**config.mk**
```make
export PLATFORM = sky130hd
export DESIGN_NAME = rx_frame_collector_flat
export DESIGN_NICKNAME = d
export VERILOG_FILES = /design/src/rtl/rx_frame_collector_if.sv /design/src/rtl/rx_frame_collector.sv /design/src/flat_wrapper.sv
export SDC_FILE = /design/constraint.sdc
export NUM_CORES = 1
export LEC_CHECK = 0
export ABC_AREA = 1
export BUFFER_PORTS_ARGS = -buffer_cell sky130_fd_sc_hd__clkbuf_2
export CAP_MARGIN = 20
export CORE_UTILIZATION = 40
export CTS_CLUSTER_SIZE = 12
export DETAILED_ROUTE_END_ITERATION = 8
export GPL_TIMING_DRIVEN = 0
export MAX_ROUTING_LAYER = met4
export PLACE_DENSITY_LB_ADDON = 0.2
export SYNTH_ARGS = -nofsm -noshare
export SYNTH_HDL_FRONTEND = slang
export SYNTH_SLANG_ARGS = --single-unit
```
**constraint.sdc**
```tcl
create_clock -name clk -period 3.9 [get_ports clk]
set_input_delay 0.585 -clock clk [delete_from_list [all_inputs] [get_ports clk]]
set_output_delay 0.585 -clock clk [all_outputs]
set_load 0.005 [all_outputs]
```
**src/rtl/rx_frame_collector_if.sv**
```systemverilog
// Signal bundle between the upstream byte source / bus agent and the
// frame collector. The master drives the byte stream and bus commands.
// The slave (the collector) returns read data and the FIFO-not-empty flag.
interface rx_frame_collector_if;
  logic [7:0]  rxd;
  logic        rx_dv;
  logic        bus_cmd_valid;
  logic        bus_op;
  logic [15:0] bus_addr;
  logic [15:0] bus_wr_data;
  logic [15:0] bus_rd_data;
  logic        fifo_nempty;

  modport master (
    output rxd, rx_dv, bus_cmd_valid, bus_op, bus_addr, bus_wr_data,
    input  bus_rd_data, fifo_nempty
  );

  modport slave (
    input  rxd, rx_dv, bus_cmd_valid, bus_op, bus_addr, bus_wr_data,
    output bus_rd_data, fifo_nempty
  );
endinterface

```
**src/rtl/rx_frame_collector.sv**
```systemverilog
// Frame collector: delimits frames on rx_dv, tags the final byte of each
// frame with a last flag through a one-byte hold register, buffers
// {last, byte} entries in a FIFO and exposes FIFO plus statistics on the
// register bus.
//
// Handshake: a bus command is a one-cycle strobe (bus_cmd_valid) with no
// ready/backpressure. Every strobe is accepted at the edge that samples it.
// A read loads bus_rd_data at that same edge and the value holds until the
// next read. The byte stream has no backpressure either: a byte that finds
// the FIFO full is dropped and counted.
module rx_frame_collector #(
  parameter int          DEPTH     = 16,
  parameter logic [15:0] BASE_ADDR = 16'h10
) (
  input  logic                  clk,
  input  logic                  rst_n,
  rx_frame_collector_if.slave   io,
  output logic [1:0]            dbg_state
);

  localparam int AW = $clog2(DEPTH);

  // ST_IDLE: no frame. ST_CAPTURE: accepted frame, hold register valid.
  // ST_SKIP: ignored or cleared frame, waiting for rx_dv to drop.
  typedef enum logic [1:0] {
    ST_IDLE    = 2'd0,
    ST_CAPTURE = 2'd1,
    ST_SKIP    = 2'd2
  } state_t;

  state_t      state, state_nxt;
  logic        enable;
  logic [7:0]  hold_data;
  logic [15:0] byte_cnt;
  logic [15:0] frame_cnt, drop_cnt, last_len;
  logic [8:0]  mem [DEPTH];
  logic [AW:0] wr_ptr, rd_ptr, count;
  logic        empty, full;

  logic        load_hold, first_byte, push_req, push_last, frame_done;
  logic        wr_cmd, rd_cmd, in_map, ctrl_wr, clear_wr, pop_req;
  logic        push_ok, push_drop, pop_ok;
  logic [15:0] offset, level16, rd_next;
  logic [7:0]  level8;
  logic        wr_data_unused;

  assign dbg_state      = state;
  assign wr_data_unused = ^io.bus_wr_data[15:2];

  assign count = wr_ptr - rd_ptr;
  assign empty = (count == '0);
  assign full  = (count == (AW+1)'(DEPTH));
  assign io.fifo_nempty = !empty;

  assign level16 = 16'(count);
  assign level8  = (level16 > 16'd255) ? 8'hFF : level16[7:0];

  assign wr_cmd   = io.bus_cmd_valid &&  io.bus_op;
  assign rd_cmd   = io.bus_cmd_valid && !io.bus_op;
  assign offset   = io.bus_addr - BASE_ADDR;
  assign in_map   = (offset < 16'd6);
  assign ctrl_wr  = wr_cmd && (offset == 16'd0);
  assign clear_wr = ctrl_wr && io.bus_wr_data[1];
  assign pop_req  = rd_cmd && (offset == 16'd2);

  // Fullness and emptiness are judged on the pre-edge level; clear wins.
  assign push_ok   = push_req &&  !full && !clear_wr;
  assign push_drop = push_req &&   full && !clear_wr;
  assign pop_ok    = pop_req  && !empty && !clear_wr;

  // Frame FSM next state and capture-path strobes.
  always_comb begin
    state_nxt  = state;
    load_hold  = 1'b0;
    first_byte = 1'b0;
    push_req   = 1'b0;
    push_last  = 1'b0;
    frame_done = 1'b0;
    case (state)
      ST_IDLE: begin
        if (io.rx_dv) begin
          if (enable) begin
            state_nxt  = ST_CAPTURE;
            load_hold  = 1'b1;
            first_byte = 1'b1;
          end else begin
            state_nxt = ST_SKIP;
          end
        end
      end
      ST_CAPTURE: begin
        push_req = 1'b1;
        if (io.rx_dv) begin
          load_hold = 1'b1;
        end else begin
          push_last  = 1'b1;
          frame_done = 1'b1;
          state_nxt  = ST_IDLE;
        end
      end
      ST_SKIP: begin
        if (!io.rx_dv) state_nxt = ST_IDLE;
      end
      default: state_nxt = ST_IDLE;
    endcase
    // A clear discards the frame in flight until rx_dv is next low.
    if (clear_wr) state_nxt = io.rx_dv ? ST_SKIP : ST_IDLE;
  end

  // Frame FSM state register.
  always_ff @(posedge clk or negedge rst_n) begin
    if (!rst_n) state <= ST_IDLE;
    else        state <= state_nxt;
  end

  // Hold register and saturating per-frame byte counter.
  always_ff @(posedge clk or negedge rst_n) begin
    if (!rst_n) begin
      hold_data <= '0;
      byte_cnt  <= '0;
    end else begin
      if (load_hold) hold_data <= io.rxd;
      if (first_byte)
        byte_cnt <= 16'd1;
      else if (load_hold && byte_cnt != 16'hFFFF)
        byte_cnt <= byte_cnt + 16'd1;
    end
  end

  // Enable bit and statistics counters.
  always_ff @(posedge clk or negedge rst_n) begin
    if (!rst_n) begin
      enable    <= 1'b1;
      frame_cnt <= '0;
      drop_cnt  <= '0;
      last_len  <= '0;
    end else begin
      if (ctrl_wr) enable <= io.bus_wr_data[0];
      if (clear_wr) begin
        frame_cnt <= '0;
        drop_cnt  <= '0;
        last_len  <= '0;
      end else begin
        if (push_drop && drop_cnt != 16'hFFFF) drop_cnt <= drop_cnt + 16'd1;
        if (frame_done) begin
          frame_cnt <= frame_cnt + 16'd1;
          last_len  <= byte_cnt;
        end
      end
    end
  end

  // FIFO pointers; clear flushes by resetting both.
  always_ff @(posedge clk or negedge rst_n) begin
    if (!rst_n) begin
      wr_ptr <= '0;
      rd_ptr <= '0;
    end else if (clear_wr) begin
      wr_ptr <= '0;
      rd_ptr <= '0;
    end else begin
      if (push_ok) wr_ptr <= wr_ptr + 1'b1;
      if (pop_ok)  rd_ptr <= rd_ptr + 1'b1;
    end
  end

  // FIFO storage; contents are only meaningful between the pointers.
  always_ff @(posedge clk) begin
    if (push_ok) mem[wr_ptr[AW-1:0]] <= {push_last, hold_data};
  end

  // Register read multiplexer.
  always_comb begin
    rd_next = '0;
    if (in_map) begin
      case (offset[2:0])
        3'd0: rd_next = {15'd0, enable};
        3'd1: rd_next = {level8, 6'd0, full, empty};
        3'd2: rd_next = empty ? 16'd0 : {1'b1, 6'd0, mem[rd_ptr[AW-1:0]]};
        3'd3: rd_next = frame_cnt;
        3'd4: rd_next = drop_cnt;
        3'd5: rd_next = last_len;
        default: rd_next = '0;
      endcase
    end
  end

  // Registered read data, updated only by read commands.
  always_ff @(posedge clk or negedge rst_n) begin
    if (!rst_n)      io.bus_rd_data <= '0;
    else if (rd_cmd) io.bus_rd_data <= rd_next;
  end

endmodule

```
**src/flat_wrapper.sv**
```systemverilog
// flat-port wrapper written by rule: the top's interface ports become plain ports
module rx_frame_collector_flat 
#(
  parameter int          DEPTH     = 16,
  parameter logic [15:0] BASE_ADDR = 16'h10
)
  (clk, rst_n, dbg_state, io_rxd, io_rx_dv, io_bus_cmd_valid, io_bus_op, io_bus_addr, io_bus_wr_data, io_bus_rd_data, io_fifo_nempty);
  rx_frame_collector_if io_i ();
  input  logic clk;
  input  logic rst_n;
  output logic [1:0] dbg_state;
  input wire logic [$bits(io_i.rxd)-1:0] io_rxd;
  input wire logic [$bits(io_i.rx_dv)-1:0] io_rx_dv;
  input wire logic [$bits(io_i.bus_cmd_valid)-1:0] io_bus_cmd_valid;
  input wire logic [$bits(io_i.bus_op)-1:0] io_bus_op;
  input wire logic [$bits(io_i.bus_addr)-1:0] io_bus_addr;
  input wire logic [$bits(io_i.bus_wr_data)-1:0] io_bus_wr_data;
  output wire logic [$bits(io_i.bus_rd_data)-1:0] io_bus_rd_data;
  output wire logic [$bits(io_i.fifo_nempty)-1:0] io_fifo_nempty;
  assign io_i.rxd = io_rxd;
  assign io_i.rx_dv = io_rx_dv;
  assign io_i.bus_cmd_valid = io_bus_cmd_valid;
  assign io_i.bus_op = io_bus_op;
  assign io_i.bus_addr = io_bus_addr;
  assign io_i.bus_wr_data = io_bus_wr_data;
  assign io_bus_rd_data = io_i.bus_rd_data;
  assign io_fifo_nempty = io_i.fifo_nempty;
  rx_frame_collector #(.DEPTH(DEPTH), .BASE_ADDR(BASE_ADDR)) u_core (.clk(clk), .rst_n(rst_n), .io(io_i), .dbg_state(dbg_state));
endmodule
```
==> summary.txt <==
Outcome
  – Outcome: finished, final reports clean

Floorplan
  – Die area: between 20,000 and 30,000 um2
  – Placeable Area: 28,630 um2
  – Die extent in x: 172.4 um
  – # rows: slightly above 60
  – I/O Pins: 64
  – Die extent in y: 172.4 um
  – Initial Util: 0.4059

Route
  – Drt drc: 0
  – DR vias: 8,985
  – DRT antenna net count: 0
  – 1st-iter DRT viols: 636
  – Via density: 5.099
  – Drt first pass iters: 6
  – WL/cell: 17.78 um
  – Routed WL: ~31 mm

STA
  – Worst slew pin tran: 1001 ps
  – Final setup margin: roughly 230 ps
  – Final setup violation count: 0
  – Max Freq: 272.8 MHz
  – Fin. Hold Viols: 0
  – Slew Viols, Final: 0
  – Setup Skew: roughly 14 ps
  – Fin crit share: 0.9401
  – Slew HR: 0.3299
  – Unrepaired setup endpoints after global routing: no
  – Fin crit period: 3666 ps

Setup path
  – R2R Setup Slk: 230 ps
  – Setup crit end kind: flip-flop
  – Worst setup SP type: flip-flop
  – Req. time, crit path: 4060 ps
  – RR Endpoint: u_core.mem[8][0]
  – Cell count of the worst reg-to-reg path: 12
  – Worst EP arrival: 3820 ps
  – Crit-path cells: inv_1 -> buf_2 -> buf_1 -> fa_1 -> nand3_1 -> nand2_1 -> nand2_1 -> nand2_2 -> nor2_4 -> nor2_4 -> nand3_1 -> nor2_1
  – Reg2Reg Launch Point: u_core.rd_ptr[1]
  – CP max stage delay: 810 ps
  – Crit path max fanout: 11
  – Worst path slowest cell: nor2_1
  – Critical path class: reg2reg

Global routing
  – GR Overflow Total: 0
  – Vias in the first global route: 8,604
  – Initial antenna violation count: 0
  – Largest net degree at the start of global routing: 102
  – GR Util All Layers: 0.2239
  – First-pass GRT wire length: 48.04 mm

Logic synthesis
  – Post-synthesis sequential area ratio: 0.5897
  – Dominant cell type by area after synthesis: edfxtp_1
  – Avg Cell Area, Syn: approximately 9.1 um2
  – Prevailing post-synth register cell: edfxtp_1
  – Synth top area share: 0.3721
  – Top cells by area, synth: edfxtp_1 (37%), dfrtp_1 (22%), nand2_1 (11%), nand3_1 (4.3%), inv_1 (4.1%)
  – Syn nets: between 1,000 and 1,500
  – Post-synthesis instance area: 11,620 um2
  – Ys Warns: 0
  – Post-synth EDFFs: 144
  – FF+latch count, synth: 245
  – Count of cell types in the netlist: 46
  – FFs w/ async S/R, synth: 0.4122
  – Synth Instances: ~1,300

Power
  – Pwr/cell area: approximately 420 nW/um2
  – Psw: 1305 uW
  – Lkg Pwr: 0.005925 uW
  – Clock share of power: 0.424
  – Switch share: 0.2320
  – Combinational share of power: 0.053
  – Sequential power share: 0.523
  – Pint: 4320 uW
  – VDD IR max: around 260 uV

Clock tree
  – Number of post-CTS setup repair buffers: 0
  – Clk slew on worst S/H paths: 60 ps
  – Post-CTS Hold Fix Bufs: 0
  – Post-CTS resize count: 0
  – CTS Buf Count: 27
  – Root Driver: clkbuf_16
  – Later-pin clock latency in the skew report: 540 ps
  – CTS max path bufs: 3
  – H-tree depth: 1
  – Clock Sinks: 245
  – CTS tree: yes

Layout
  – Diodes inserted: 0
  – Most common cell after layout, fill and taps aside: nand2_1
  – Storage cell area: 6853 um2
  – Footprint of the multi-input gates: 4088 um2
  – Ratio of cells with drive above 1 in the final layout: 0.1212
  – Fill cells: between 2,000 and 3,000
  – Final core occ: 0.4639
  – Most frequent cells in the layout: nand2_1 (345), edfxtp_1 (144), inv_1 (126)
  – Final net count: 1,417
  – Area Growth Syn to Fin: 14.27%

Run
  – Max cap viols: 0

Placement
  – Detailed Place HPWL: roughly 22 mm
  – Setup WS pre-CTS: 86.98 ps
  – RD Place Congestion: slightly above 0.9
  – I/O Buffers: 49

Worst hold path
  – Hold crit path type: in2async
==> how the worst max path moves through the flow <==
stage | start | to | slack [ps] | cells after the start
after floorplan | u_core.rd_ptr[1] | u_core.mem[10][0] | 770 | 14
after global placement | u_core.rd_ptr[1] | u_core.mem[9][1] | -280 | 13
after detailed placement | u_core.rd_ptr[1] | u_core.mem[1][1] | 90 | 14
after CTS | u_core.rd_ptr[1] | u_core.mem[1][1] | 70 | 14
after global routing | u_core.rd_ptr[1] | u_core.mem[11][0] | 4 | 13
final | u_core.rd_ptr[1] | u_core.mem[8][0] | 230 | 12
==> worst max-delay path: cells and delay by family, from the launching register on <==
kind | cells | cell delay, ps
AND/OR/NAND/NOR | 8 | 1700
flip-flops | 1 | 400
buffers and inverters | 3 | 870
adder cells (fa/ha/maj) | 1 | 330
==> through the flow <==
stage / std cells / total power [uW] / hold slack (ps) / setup TNS [ps] / cell area [um2]
3_3_place_gp: 1703 / 3283 / 471.0 / -11520 / 12350
4_1_cts: 1761 / 5665 / 188.1 / 0 / 13240
2_1_floorplan: 1270 / 3129 / 289.4 / 0 / 11620
5_1_grt: 1762 / 5813 / 231.1 / 0 / 13280
3_5_place_dp: 1711 / 3294 / 468.4 / 0 / 12420
6_report: 1762 / 5624 / 169.4 / 0 / 13280
==> power by group through the flow <==
stage               Sequential (uW)  Clock [uW]  Combinational, uW
floorplan                      2940           0                188
global placement               3000           0                287
detailed placement             3000           0                296
CTS                            2950        2420                297
global route                   2950        2520                343
finish                         2940        2380                298
==> routing by layer <==
metal	share of wire	track usage	wire length, um
met2	0.48	0.3710	15130
met3	0.048	0.03182	1500
met1	0.44	0.2839	13660
met5	0	-	0
met4	0.033	0.06964	1043
==> state kept, by name, summed over array words and instances (netlist names) <==
signal / flops
u_core.byte_cnt: 16
u_core.rd_ptr: 5
u_core.last_len: 16
u_core.io.bus_rd_data: 16
u_core.wr_ptr: 5
u_core.hold_data: 8
u_core.enable: 1
u_core.frame_cnt: 16
u_core.dbg_state: 2
u_core.mem: 144
u_core.drop_cnt: 16
==> logic make-up after synthesis <==
group	after synthesis	share of synthesized area
simple gates	631	0.2312
flops	245	0.5897
compound gates	186	0.08808
buf+inv	179	0.06170
fa+ha+maj	15	0.01680
mux	9	0.008722
xor+xnor	5	0.003769
==> final cells by class <==
type | instances | area share
flip-flops and latches | 245 | 0.5161
multi-input cells | 846 | 0.3079
clock buffers | 44 | 0.05946
inverters | 133 | 0.03769
well taps | 384 | 0.03619
repair buffers | 58 | 0.02384
plain buffers | 46 | 0.01630
clock inverters | 6 | 0.002544
==> cells in the mapped netlist, drive strengths merged (14+ instances only) <==
cell,count
a21oi,81
buf,31
clkbuf,15
dfrtp,100
edfxtp,144
ha,14
inv,130
nand2,349
nand3,102
nor2,114
nor3,44
o21ai,70
Power figures use the tool's default switching activity.
